File: config.mk
export PLATFORM = sky130hd
export DESIGN_NAME = regfile_dumper_flat
export DESIGN_NICKNAME = d
export VERILOG_FILES = /design/src/rtl/cpu_dbg_pkg.sv /design/src/rtl/regfile_dumper_if.sv /design/src/rtl/dbg_timeout_counter.sv /design/src/rtl/regfile_dumper.sv /design/src/flat_wrapper.sv
export SDC_FILE = /design/constraint.sdc
export NUM_CORES = 1
export LEC_CHECK = 0
export CELL_PAD_IN_SITES_DETAIL_PLACEMENT = 2
export CELL_PAD_IN_SITES_GLOBAL_PLACEMENT = 2
export CORE_ASPECT_RATIO = 0.6
export CORE_UTILIZATION = 29
export DETAILED_ROUTE_END_ITERATION = 8
export GPL_ROUTABILITY_DRIVEN = 0
export HOLD_SLACK_MARGIN = 0.06
export PLACE_DENSITY = 0.89
export SYNTH_ARGS = -nofsm -noshare
export SYNTH_HDL_FRONTEND = slang
export SYNTH_SLANG_ARGS = --single-unit
File: constraint.sdc
create_clock -name clk -period 2.12 [get_ports clk]
set_input_delay 0.318 -clock clk [delete_from_list [all_inputs] [get_ports clk]]
set_output_delay 0.318 -clock clk [all_outputs]
set_load 0.01 [all_outputs]
File: src/rtl/cpu_dbg_pkg.sv
// Shared debug-block definitions: register-dump FSM states and default sizes.
//   DFLT_NUM_REGS / DFLT_ADDR_W / DFLT_DATA_W : CPU register file geometry
//   DFLT_HALT_TIMEOUT : cycles to wait for a halt acknowledge
package cpu_dbg_pkg;

   localparam int unsigned DFLT_NUM_REGS     = 32;
   localparam int unsigned DFLT_ADDR_W       = 5;
   localparam int unsigned DFLT_DATA_W       = 32;
   localparam int unsigned DFLT_HALT_TIMEOUT = 255;

   typedef enum logic [2:0] {
      ST_IDLE,
      ST_HALT_WAIT,
      ST_READ,
      ST_SEND,
      ST_RELEASE
   } dump_state_t;

endpackage

File: src/rtl/regfile_dumper_if.sv
// Bundle between regfile_dumper and its surroundings (core halt, regfile port, dump sink).
//   master : the dumper (drives halt_req, rf_raddr, dump beat, status)
//   slave  : core / regfile / sink side
interface regfile_dumper_if
   import cpu_dbg_pkg::*;
#(
   parameter int unsigned ADDR_W = DFLT_ADDR_W,
   parameter int unsigned DATA_W = DFLT_DATA_W
);
   logic              start;
   logic              halt_req;
   logic              halt_ack;
   logic [ADDR_W-1:0] rf_raddr;
   logic [DATA_W-1:0] rf_rdata;
   logic              dump_valid;
   logic              dump_ready;
   logic [DATA_W-1:0] dump_data;
   logic [ADDR_W-1:0] dump_idx;
   logic              dump_last;
   logic              busy;
   logic              done;
   logic              error;

   modport master (
      input  start, halt_ack, rf_rdata, dump_ready,
      output halt_req, rf_raddr, dump_valid, dump_data, dump_idx, dump_last,
             busy, done, error
   );

   modport slave (
      output start, halt_ack, rf_rdata, dump_ready,
      input  halt_req, rf_raddr, dump_valid, dump_data, dump_idx, dump_last,
             busy, done, error
   );
endinterface

File: src/rtl/dbg_timeout_counter.sv
// Saturating cycle counter for debug handshakes.
//   clk, rst : clock, async active-high reset
//   clear    : restart the count from zero (wins over enable)
//   enable   : count this cycle
//   expired  : registered; high while the count equals LIMIT
module dbg_timeout_counter
   import cpu_dbg_pkg::*;
#(
   parameter int unsigned LIMIT = DFLT_HALT_TIMEOUT
) (
   input  logic clk,
   input  logic rst,
   input  logic clear,
   input  logic enable,
   output logic expired
);
   localparam int unsigned CNT_W = (LIMIT < 1) ? 1 : $clog2(LIMIT + 1);

   logic [CNT_W-1:0] count_q, count_d;

   // Saturate at LIMIT so expired holds until the next clear.
   always_comb begin
      count_d = count_q;
      if (clear) begin
         count_d = '0;
      end else if (enable && (count_q != CNT_W'(LIMIT))) begin
         count_d = count_q + CNT_W'(1);
      end
   end

   // expired tracks the registered count, so it is computed from count_d.
   always_ff @(posedge clk or posedge rst) begin
      if (rst) begin
         count_q <= '0;
         expired <= 1'b0;
      end else begin
         count_q <= count_d;
         expired <= (count_d == CNT_W'(LIMIT));
      end
   end
endmodule

File: src/rtl/regfile_dumper.sv
// Debug reader for the CPU register file: halts the core, walks every GPR through
// one read port and streams {index, data} over valid/ready, then releases the halt.
//   clk, rst : clock, async active-high reset
//   dbg_if   : master side of regfile_dumper_if (start/halt/regfile/dump/status)
module regfile_dumper
   import cpu_dbg_pkg::*;
#(
   parameter int unsigned NUM_REGS     = DFLT_NUM_REGS,
   parameter int unsigned ADDR_W       = DFLT_ADDR_W,
   parameter int unsigned DATA_W       = DFLT_DATA_W,
   parameter int unsigned SKIP_ZERO    = 0,
   parameter int unsigned HALT_TIMEOUT = DFLT_HALT_TIMEOUT
) (
   input logic              clk,
   input logic              rst,
   regfile_dumper_if.master dbg_if
);
   localparam logic [ADDR_W-1:0] FIRST_IDX = ADDR_W'((SKIP_ZERO != 0) ? 1 : 0);
   localparam logic [ADDR_W-1:0] LAST_IDX  = ADDR_W'(NUM_REGS - 1);

   dump_state_t       state_q, state_d;
   logic [ADDR_W-1:0] idx_q, idx_d;
   logic [DATA_W-1:0] data_q, data_d;
   logic [ADDR_W-1:0] didx_q, didx_d;
   logic              last_q, last_d;
   logic              valid_q, valid_d;
   logic              halt_req_q, halt_req_d;
   logic              busy_q, busy_d;
   logic              done_q, done_d;
   logic              error_q, error_d;
   logic              tmo_clear_c;
   logic              tmo_enable_c;
   logic              tmo_expired;

   assign tmo_enable_c = (state_q == ST_HALT_WAIT);

   dbg_timeout_counter #(.LIMIT(HALT_TIMEOUT)) u_halt_tmo (
      .clk     (clk),
      .rst     (rst),
      .clear   (tmo_clear_c),
      .enable  (tmo_enable_c),
      .expired (tmo_expired)
   );

   // Next-state and output-register logic.
   always_comb begin
      state_d     = state_q;
      idx_d       = idx_q;
      data_d      = data_q;
      didx_d      = didx_q;
      last_d      = last_q;
      valid_d     = valid_q;
      halt_req_d  = halt_req_q;
      error_d     = error_q;
      done_d      = 1'b0;
      tmo_clear_c = 1'b0;

      unique case (state_q)
         ST_IDLE: begin
            if (dbg_if.start) begin
               error_d     = 1'b0;
               tmo_clear_c = 1'b1;
               halt_req_d  = 1'b1;
               state_d     = ST_HALT_WAIT;
            end
         end
         ST_HALT_WAIT: begin
            // An ack arriving on the timeout cycle still wins.
            if (dbg_if.halt_ack) begin
               idx_d   = FIRST_IDX;
               state_d = ST_READ;
            end else if (tmo_expired) begin
               error_d    = 1'b1;
               halt_req_d = 1'b0;
               done_d     = 1'b1;
               state_d    = ST_RELEASE;
            end
         end
         ST_READ: begin
            // idx_q doubles as rf_raddr, so the read address has been stable all cycle.
            if (!dbg_if.halt_ack) begin
               error_d    = 1'b1;
               halt_req_d = 1'b0;
               done_d     = 1'b1;
               state_d    = ST_RELEASE;
            end else begin
               data_d  = dbg_if.rf_rdata;
               didx_d  = idx_q;
               last_d  = (idx_q == LAST_IDX);
               valid_d = 1'b1;
               state_d = ST_SEND;
            end
         end
         ST_SEND: begin
            if (dbg_if.dump_ready) begin
               valid_d = 1'b0;
               if (idx_q == LAST_IDX) begin
                  halt_req_d = 1'b0;
                  done_d     = 1'b1;
                  state_d    = ST_RELEASE;
               end else begin
                  idx_d   = idx_q + ADDR_W'(1);
                  state_d = ST_READ;
               end
            end
         end
         ST_RELEASE: begin
            if (!dbg_if.halt_ack) begin
               state_d = ST_IDLE;
            end
         end
         default: state_d = ST_IDLE;
      endcase

      busy_d = (state_d != ST_IDLE);
   end

   // State and output registers.
   always_ff @(posedge clk or posedge rst) begin
      if (rst) begin
         state_q    <= ST_IDLE;
         idx_q      <= '0;
         data_q     <= '0;
         didx_q     <= '0;
         last_q     <= 1'b0;
         valid_q    <= 1'b0;
         halt_req_q <= 1'b0;
         busy_q     <= 1'b0;
         done_q     <= 1'b0;
         error_q    <= 1'b0;
      end else begin
         state_q    <= state_d;
         idx_q      <= idx_d;
         data_q     <= data_d;
         didx_q     <= didx_d;
         last_q     <= last_d;
         valid_q    <= valid_d;
         halt_req_q <= halt_req_d;
         busy_q     <= busy_d;
         done_q     <= done_d;
         error_q    <= error_d;
      end
   end

   assign dbg_if.halt_req   = halt_req_q;
   assign dbg_if.rf_raddr   = idx_q;
   assign dbg_if.dump_valid = valid_q;
   assign dbg_if.dump_data  = data_q;
   assign dbg_if.dump_idx   = didx_q;
   assign dbg_if.dump_last  = last_q;
   assign dbg_if.busy       = busy_q;
   assign dbg_if.done       = done_q;
   assign dbg_if.error      = error_q;
endmodule

File: src/flat_wrapper.sv
// flat-port wrapper written by rule: the top's interface ports become plain ports
module regfile_dumper_flat import cpu_dbg_pkg::*;
#(
   parameter int unsigned NUM_REGS     = DFLT_NUM_REGS,
   parameter int unsigned ADDR_W       = DFLT_ADDR_W,
   parameter int unsigned DATA_W       = DFLT_DATA_W,
   parameter int unsigned SKIP_ZERO    = 0,
   parameter int unsigned HALT_TIMEOUT = DFLT_HALT_TIMEOUT
)
  (clk, rst, dbg_if_start, dbg_if_halt_ack, dbg_if_rf_rdata, dbg_if_dump_ready, dbg_if_halt_req, dbg_if_rf_raddr, dbg_if_dump_valid, dbg_if_dump_data, dbg_if_dump_idx, dbg_if_dump_last, dbg_if_busy, dbg_if_done, dbg_if_error);
  regfile_dumper_if #(.ADDR_W(ADDR_W), .DATA_W(DATA_W)) dbg_if_i ();
  input logic clk;
  input logic rst;
  input wire logic [$bits(dbg_if_i.start)-1:0] dbg_if_start;
  input wire logic [$bits(dbg_if_i.halt_ack)-1:0] dbg_if_halt_ack;
  input wire logic [$bits(dbg_if_i.rf_rdata)-1:0] dbg_if_rf_rdata;
  input wire logic [$bits(dbg_if_i.dump_ready)-1:0] dbg_if_dump_ready;
  output wire logic [$bits(dbg_if_i.halt_req)-1:0] dbg_if_halt_req;
  output wire logic [$bits(dbg_if_i.rf_raddr)-1:0] dbg_if_rf_raddr;
  output wire logic [$bits(dbg_if_i.dump_valid)-1:0] dbg_if_dump_valid;
  output wire logic [$bits(dbg_if_i.dump_data)-1:0] dbg_if_dump_data;
  output wire logic [$bits(dbg_if_i.dump_idx)-1:0] dbg_if_dump_idx;
  output wire logic [$bits(dbg_if_i.dump_last)-1:0] dbg_if_dump_last;
  output wire logic [$bits(dbg_if_i.busy)-1:0] dbg_if_busy;
  output wire logic [$bits(dbg_if_i.done)-1:0] dbg_if_done;
  output wire logic [$bits(dbg_if_i.error)-1:0] dbg_if_error;
  assign dbg_if_i.start = dbg_if_start;
  assign dbg_if_i.halt_ack = dbg_if_halt_ack;
  assign dbg_if_i.rf_rdata = dbg_if_rf_rdata;
  assign dbg_if_i.dump_ready = dbg_if_dump_ready;
  assign dbg_if_halt_req = dbg_if_i.halt_req;
  assign dbg_if_rf_raddr = dbg_if_i.rf_raddr;
  assign dbg_if_dump_valid = dbg_if_i.dump_valid;
  assign dbg_if_dump_data = dbg_if_i.dump_data;
  assign dbg_if_dump_idx = dbg_if_i.dump_idx;
  assign dbg_if_dump_last = dbg_if_i.dump_last;
  assign dbg_if_busy = dbg_if_i.busy;
  assign dbg_if_done = dbg_if_i.done;
  assign dbg_if_error = dbg_if_i.error;
  regfile_dumper #(.NUM_REGS(NUM_REGS), .ADDR_W(ADDR_W), .DATA_W(DATA_W), .SKIP_ZERO(SKIP_ZERO), .HALT_TIMEOUT(HALT_TIMEOUT)) u_core (.clk(clk), .rst(rst), .dbg_if(dbg_if_i));
endmodule
Word-level counts from Yosys, hierarchy flattened
Cells that the tools add are included.
{ "totals": {"reg_bits": 60, "inputBits": 37, "wordCells": 79} }
{ "classes": {"add_sub_neg": 2, "eq_ne": 16, "n_mux": 37, "n_reduce_logical": 12} }
{ "op_table": {"columns": ["cell", "count"], "rows": [
  ["two-way mux 3 bit", 7],
  ["two-way mux 1 bit", 19],
  ["two-way mux 8 bit", 2],
  ["two-way mux 5 bit", 3],
  ["case mux 3 bit (5 select lines)", 1],
  ["inequality test 2 bit, second input constant", 7],
  ["case mux 5 bit (2 select lines)", 1],
  ["adder 8 x 1 -> 8 bit, second input constant", 1],
  ["equality test 8 bit, second input constant", 1],
  ["inequality test 8 bit, second input constant", 1],
  ["AND reduction 7 bit", 1],
  ["equality test 3 x 2 -> 1 bit, second input constant", 2],
  ["case mux 1 bit (3 select lines)", 2],
  ["nonzero test 3 bit", 2],
  ["adder 5 x 1 -> 5 bit, second input constant", 1],
  ["equality test 5 bit, second input constant", 1],
  ["AND reduction 5 bit", 1],
  ["inequality test 2 x 1 -> 1 bit, second input constant", 2],
  ["case mux 1 bit (4 select lines)", 1],
  ["AND reduction 4 bit", 1],
  ["nonzero test 2 bit", 2],
  ["nonzero test 4 bit", 1],
  ["equality test 3 x 1 -> 1 bit, second input constant", 1],
  ["equality test 3 bit, second input constant", 1],
  ["other kinds (5)", 5]
]} }

Longest topological paths before layout
Gate-level depths: netlist of the first run.
{ "logic_depth": {"ltp_word": 5, "ltp_mapped": 8} }

By module
Synthesis of the first run repeated with hierarchy kept, for this count alone.
{ "unflattened": {"hier_cells": 211, "area_unflattened_um2": 2725.1} }
{ "modules_own_cells": {"columns": ["mod", "n_inst", "cells_each", "area_per_inst_um2", "seq_area_each_um2"], "rows": [
  ["regfile_dumper", 1, 154, 2160.8, 1276.2],
  ["dbg_timeout_counter", 1, 57, 564.3, 225.2]
]} }

Least setup slack after synthesis of the first run
OpenSTA, ideal clock, no wires.
{ "synth_timing": {"path_kind": "reg2reg", "startpoint": "register u_core.u_halt_tmo.count_q[0]", "endpoint": "register u_core.u_halt_tmo.expired", "setup_time_ns": 0.068, "t_arrival_ns": 1.753, "required_ns": 2.052, "path_slack_ns": 0.299, "path_stages_with_launch": 7, "n_path_buf": 0, "period_less_slack_ns": 1.821, "path_cell_list": "dfrtp_1 ha_1 nand4_1 o21ai_2 mux2_4 a2111oi_2 and4_1"} }
{ "synth_between": {"elab_chain_len": 5, "elab_cells_between_ends": 6} }
{ "synth_lines": {"columns": ["element", "line_no", "text"], "rows": [
  ["start: declaration", "dbg_timeout_counter.sv:19", "logic [CNT_W-1:0] count_q, count_d;"],
  ["start signal: assignment", "dbg_timeout_counter.sv:37", "count_q <= count_d;"],
  ["branches (longest 2 deep; another with adder 8 x 1 -> 8 bit)", null, null],
  ["two-way mux 8 bit (*)", "dbg_timeout_counter.sv:26", "end else if (enable && (count_q != CNT_W'(LIMIT))) begin"],
  ["two-way mux 8 bit (*)", "dbg_timeout_counter.sv:24", "if (clear) begin"],
  ["equality test 8 bit (*)", "dbg_timeout_counter.sv:38", "expired <= (count_d == CNT_W'(LIMIT));"],
  ["end signal: assignment", "dbg_timeout_counter.sv:38", null],
  ["end: declaration", "dbg_timeout_counter.sv:15", "output logic expired"]
]} }
Mark *: on every way between the ends.
A chain may end at the register's enable or synchronous reset.

Worst setup path in the final report of the first run
Same ends and word-level chain as after synthesis.

==> impl_metrics.yaml, run 1 <==
yosys:
  synth_cells: 204
  syn-cell-area_sq_um: 2601
  synth_ff_type: "dfrtp_1"
  synth_area_leaders: "dfrtp_1, mux2_2, a21oi_1, xor2_1, nand2_1"
  synth_area_per_cell_sq_um: 12.75
  ys_types: 38
  synthTopCellsByCount: "dfrtp_1, mux2_2, nand2_1, nor2_1, a21oi_1"
  synth_warnings: 0
  yosysMostFrequentCell: "dfrtp_1"
  synth_top_area_cell: "dfrtp_1"
  synth-seq-cells: 60
  ys_async_sr_fraction_pct: 100.0
  synthesis.nets: 244
  yosysTopAreaCellShare_pct: 57.72
  synth-edff-count: 0
  yosysSeqAreaShare_pct: 57.72
timing:
  setup_ws_ns: 0.1676
  finalSetupTns_ns: 0
  setup_violations: 0
  final_max_slew_viol_count: 0
  slew_headroom_pct: 71.31
  skew_ns: 0.003820
  period_share_pct: 92.09
  grt_setup_unrepaired: "false"
  hold_viol: 0
  worst_slew_pin_slew_ns: 0.4274
  period_minus_slack_ns: 1.952
  max_freq_mhz: 512.2
flow_run:
  maxCapViolCount: 0
grt:
  grt_pass1_vias: 2205
  gr-usage-all-layers_pct: 17.31
  grt_pass1_wl_microns: 11900
  grt_max_degree: 61
  grt_overflow: 0
  antenna_found_initial: 0
routing:
  firstDrtPassIters: 4
  viasPerCell: 4.854
  wl_met3_microns: 631
  wl_microns: 7293
  top_layer_used: "met4"
  drt_iter0_markers: 73
  drc: 0
  ant_nets: 0
  wl_per_cell_microns: 17.45
  wl_met1_microns: 3389
  dr_total_vias: 2029
  wl_met2_microns: 3193
cells_and_area:
  nNetsFinal: 341
  drive_gt1_share_pct: 23.53
  diodes: 0
  final_core_util_pct: 46.30
  fillerInstances: 872
  area_growth_pct: 52.86
floorplan:
  die_y_microns: 75.36
  row_count: 26
  initial_core_util_pct: 30.29
  boundaryPins: 85
  die_w_microns: 124.3
  core_area_sq_um: 8588
  die_area_sq_um: 9365
power:
  p_leak_uw: 0.001706
  irDropWorstVdd_v: 0.0005159
  finalPower_uw: 5529
  pwr_density_cell_nw_per_um2: 1391
critical_path:
  worst-path-max-fanout: 5
  rr_startpoint: "u_core.u_halt_tmo.count_q[0]$_DFF_PP0_"
  arrival_ns: 2.21
  cp-end-kind: "flip-flop"
  crit_type: "flip-flop to flip-flop"
  crit_start: "u_core.u_halt_tmo.count_q[0]$_DFF_PP0_"
  required_ns: 2.38
  start_kind: "flip-flop"
clocking:
  ctsRootBufferMaster: "clkbuf_16"
  cts_hold_buffers: 0
  numClockSinks: 60
  post_cts_buffers: 0
  clk_pin_slew_worst_paths_ns: 0.05
  clock_latency_ns: 0.33
  numCtsBuffers: 9
  cts_resized: 0
  cts_tree: "built"
  clock_path_buffers: 2
  htree_levels: 3
placed_design:
  pre_cts_ws_ns: 0.1622
  dp_hpwl_microns: 5269
  io_buffers: 84
min_path:
  hp-class: "primary input to async pin"
status:
  status: "finished clean"
==> through the flow <==
step	hold slack [ns]	std cells	cell area (sq um)
final	0.3865	418	3976
after global routing	0.4159	418	3976
after CTS	0.3950	418	3976
after detailed placement	0.4950	402	3657
after global placement	0.4882	402	3657
after floorplan	0.4697	204	2601
==> cells by family (layout without fill, tap and decap cells) <==
group                      Yosys count  in the layout  synth area share [%]
DFF                                 60             60                 57.72
xor gates and xnor gates             5              5                 1.683
AOI/OAI and AO/OA                   27             27                 6.926
buffers and inverters               11            113                 1.731
and+or+nand+nor                     55             55                 11.88
muxes                               43             43                 18.61
adders and majority gates            3              3                 1.443
==> cell usage in the layout (no fill, tap or decap), types with 2 or more instances in the layout <==
cell             instances
a211oi_1                 2
a21oi_1                  9
a22o_1                   2
and3_1                   3
buf_12                   2
buf_4                    9
bufinv_16                2
clkbuf_1                 2
clkbuf_16                9
clkdlybuf4s50_1         84
dfrtp_1                 60
ha_1                     3
mux2_2                  39
mux2i_1                  3
nand2_1                 11
nand2b_1                 6
nand3_1                  2
nand3b_1                 2
nand4_1                  4
nor2_1                  11
nor2b_1                  5
nor3_1                   3
o21ai_0                  5
xor2_1                   5
==> worst max-delay path, cell delays in order (launching register included) <==
cell and delay [ns]:
dfrtp_1 0.41, ha_1 0.21, nand4_1 0.19, o21ai_2 0.22, mux2_4 0.32, a2111oi_2 0.31
and4_1 0.23
==> area by class of cell <==
class                           count  area, sq um  share of cell area [%]
Tap cell                          112        140.1                   3.524
Sequential cell                    60         1501                   37.76
Timing Repair Buffer               95        948.4                   23.85
Clock buffer                       12        246.5                   6.199
Multi-Input combinational cell    133         1060                   26.65
Clock inverter                      4        72.57                   1.825
Inverter                            2        7.507                  0.1888
==> state kept, by name, indices dropped and copies added (netlist names) <==
| signal | flops |
|---|---|
| u_core.dbg_if.dump_idx | 5 |
| u_core.dbg_if.halt_req | 1 |
| u_core.dbg_if.rf_raddr | 5 |
| u_core.dbg_if.error | 1 |
| u_core.dbg_if.dump_last | 1 |
| u_core.state_q | 3 |
| u_core.u_halt_tmo.count_q | 8 |
| u_core.dbg_if.busy | 1 |
| u_core.dbg_if.done | 1 |
| u_core.dbg_if.dump_valid | 1 |
| u_core.u_halt_tmo.expired | 1 |
| u_core.dbg_if.dump_data | 32 |
==> worst paths after layout <==
check,endpoint,slack (ns),depth (start not counted)
max,u_core.u_halt_tmo.expired$_DFF_PP0_,0.17,6
min,u_core.u_halt_tmo.count_q[5]$_DFF_PP0_,0.39,3
max reg2reg,u_core.u_halt_tmo.expired$_DFF_PP0_,0.17,6
min reg2reg,u_core.dbg_if.dump_data[19]$_DFFE_PP0P_,0.51,1
max in group asynchronous,u_core.dbg_if.rf_raddr[3]$_DFFE_PP0P_,1.47,3
min in group clk,u_core.dbg_if.dump_data[19]$_DFFE_PP0P_,0.51,1
==> per-layer routing <==
layer | up-vias | global-route usage [%]
met5 | - | 0
met2 | 70 | 24.92
met1 | 1030 | 22.56
met4 | 0 | 5.622
li1 | 924 | -
met3 | 5 | 8.989
==> power breakdown <==
part	internal, uW	switching [uW]
Clock	1060	500
Combinational	1270	875
Sequential	1570	256
Power figures use the tool's default switching activity.
==> run 2, diff against run 1 <==
--- a/config.mk
+++ b/config.mk
@@ -13,6 +13,7 @@
 export GPL_ROUTABILITY_DRIVEN = 0
 export HOLD_SLACK_MARGIN = 0.06
 export PLACE_DENSITY = 0.89
+export SETUP_SLACK_MARGIN = 0.2
 export SYNTH_ARGS = -nofsm -noshare
 export SYNTH_HDL_FRONTEND = slang
 export SYNTH_SLANG_ARGS = --single-unit
==> run 2 against run 1 <==
Net effect:
- critical path depth fell by 1
- die area unchanged
- sequential share of layout area shrank 1.3 points
- clock skew up 0.0015 ns
- non-clock buffer count grew 11
- via count increased by 2.0%
- sequential power barely moved
- power is 2.4% higher
- critical path type unchanged
- critical endpoint unchanged
==> impl_metrics.yaml, run 2 (same netlist as run 1, synthesis figures left out) <==
routing:
  ant_nets: 0
  wl_per_cell_microns: 17.96
  dr_total_vias: 2069
  drc: 0
  viasPerCell: 4.823
  firstDrtPassIters: 4
  wl_microns: 7706
  drt_iter0_markers: 38
cells_and_area:
  diodes: 0
  nNetsFinal: 352
  largest_reg_flops: 32
  fillerInstances: 848
  drive_gt1_share_pct: 29.02
  stdcell_count: 429
  area_growth_pct: 58.49
  regArea_sq_um: 1503
  final_cell_area_sq_um: 4123
  multi_input_area_sq_um: 1122
  final_common_cell: "clkdlybuf4s50_1"
  final_cell_mix: "clkdlybuf4s50_1, dfrtp_1, mux2_2"
clocking:
  numCtsBuffers: 9
  numClockSinks: 60
  cts_tree: "built"
  clock_path_buffers: 2
  clock_latency_ns: 0.33
  ctsRootBufferMaster: "clkbuf_16"
  htree_levels: 3
  clk_pin_slew_worst_paths_ns: 0.05
timing:
  period_share_pct: 86.34
  final_max_slew_viol_count: 0
  worst_slew_pin_slew_ns: 0.3284
  max_freq_mhz: 546.3
  period_minus_slack_ns: 1.830
  slew_headroom_pct: 78.10
  hold-worst-slack_ns: 0.3837
  grt_setup_unrepaired: "true"
  skew_ns: 0.005337
  finalSetupTns_ns: 0
  hold_viol: 0
  setup_violations: 0
placed_design:
  io_buffers: 84
  dpl_cell_area_sq_um: 3657
  dp_hpwl_microns: 5269
  placedCellCount: 402
floorplan:
  die_y_microns: 75.36
  die_area_sq_um: 9365
  boundaryPins: 85
  row_count: 26
  core_area_sq_um: 8588
  initial_core_util_pct: 30.29
  die_w_microns: 124.3
min_path:
  hp-class: "primary input to async pin"
critical_path:
  required_ns: 2.38
  worst-path-max-fanout: 4
  r2r_slack_ns: 0.29
  crit_start: "u_core.state_q[1]$_DFF_PP0_"
  start_kind: "flip-flop"
  arrival_ns: 2.09
  crit_end: "u_core.u_halt_tmo.expired$_DFF_PP0_"
  reg2reg_to: "u_core.u_halt_tmo.expired$_DFF_PP0_"
  reg2regPathDepth: 5
  crit_type: "flip-flop to flip-flop"
  rr_startpoint: "u_core.state_q[1]$_DFF_PP0_"
  cp-end-kind: "flip-flop"
grt:
  antenna_found_initial: 0
  grt_pass1_vias: 2247
  grt_pass1_wl_microns: 12110
  grt_max_degree: 61
  gr-usage-all-layers_pct: 17.65
  grt_overflow: 0
power:
  finalPower_uw: 5661
  p_leak_uw: 0.001759
  pwr_density_cell_nw_per_um2: 1373
  irDropWorstVdd_v: 0.0005570
flow_run:
  maxCapViolCount: 0
status:
  status: "finished clean"
## run 2: worst max-delay path, stage by stage, from the launching register on
cell	delay [ns]
dfrtp_1	0.43
or3b_1	0.46
nor3_4	0.28
nor2_1	0.12
a2111oi_4	0.26
and4_1	0.23
## run 2: per-layer routing
metal	wire [microns]	part of all wire, %	vias up	global-route usage [%]
li1	-	-	944	-
met1	3558	46	1046	22.78
met2	3452	45	74	25.91
met3	617	8.0	5	8.989
met4	78	1.0	0	5.622
met5	0	0	-	0
## run 2: what timing repair did
action                     in CTS  in global routing
resized for setup               1                 12
pin swaps                       1                  8
hold buffers                    0                  0
setup endpoints to repair       2                  4
setup buffers                   3                  8
## run 2: worst min path at each step
stage	start	to	slack, ns
detailed placement	u_core.dbg_if.dump_data[21]$_DFFE_PP0P_	u_core.dbg_if.dump_data[21]$_DFFE_PP0P_	0.50
CTS	rst	u_core.dbg_if.dump_data[12]$_DFFE_PP0P_	0.40
floorplan	dbg_if_rf_rdata[19]	u_core.dbg_if.dump_data[19]$_DFFE_PP0P_	0.47
global route	rst	u_core.dbg_if.dump_data[8]$_DFFE_PP0P_	0.41
finish	rst	u_core.u_halt_tmo.count_q[3]$_DFF_PP0_	0.38
global placement	u_core.dbg_if.dump_data[28]$_DFFE_PP0P_	u_core.dbg_if.dump_data[28]$_DFFE_PP0P_	0.49
## run 2: area by class of cell
| class | count | area share (%) |
|---|---|---|
| repair buffers | 106 | 25.01 |
| flip-flops and latches | 60 | 36.45 |
| well taps | 112 | 3.399 |
| clock inverters | 4 | 1.760 |
| clock buffers | 12 | 5.979 |
| multi-input cells | 133 | 27.22 |
| inverters | 2 | 0.1821 |
## run 2: power by group
group	internal [uW]	total, uW	leakage (uW)	switching [uW]
registers	1570	1830	0.000755	257
clock network	1060	1560	0.000153	503
logic	1340	2270	0.000852	931
total	3970	5660	0.00176	1690
## run 2: metrics by stage
step | utilization [%] | worst slack (ns)
after global routing | 48.00 | 0.1503
after detailed placement | 42.58 | 0.1622
final | 48.00 | 0.2895
after global placement | 42.58 | 0.2147
after CTS | 46.61 | 0.1713
after floorplan | - | 0.2990
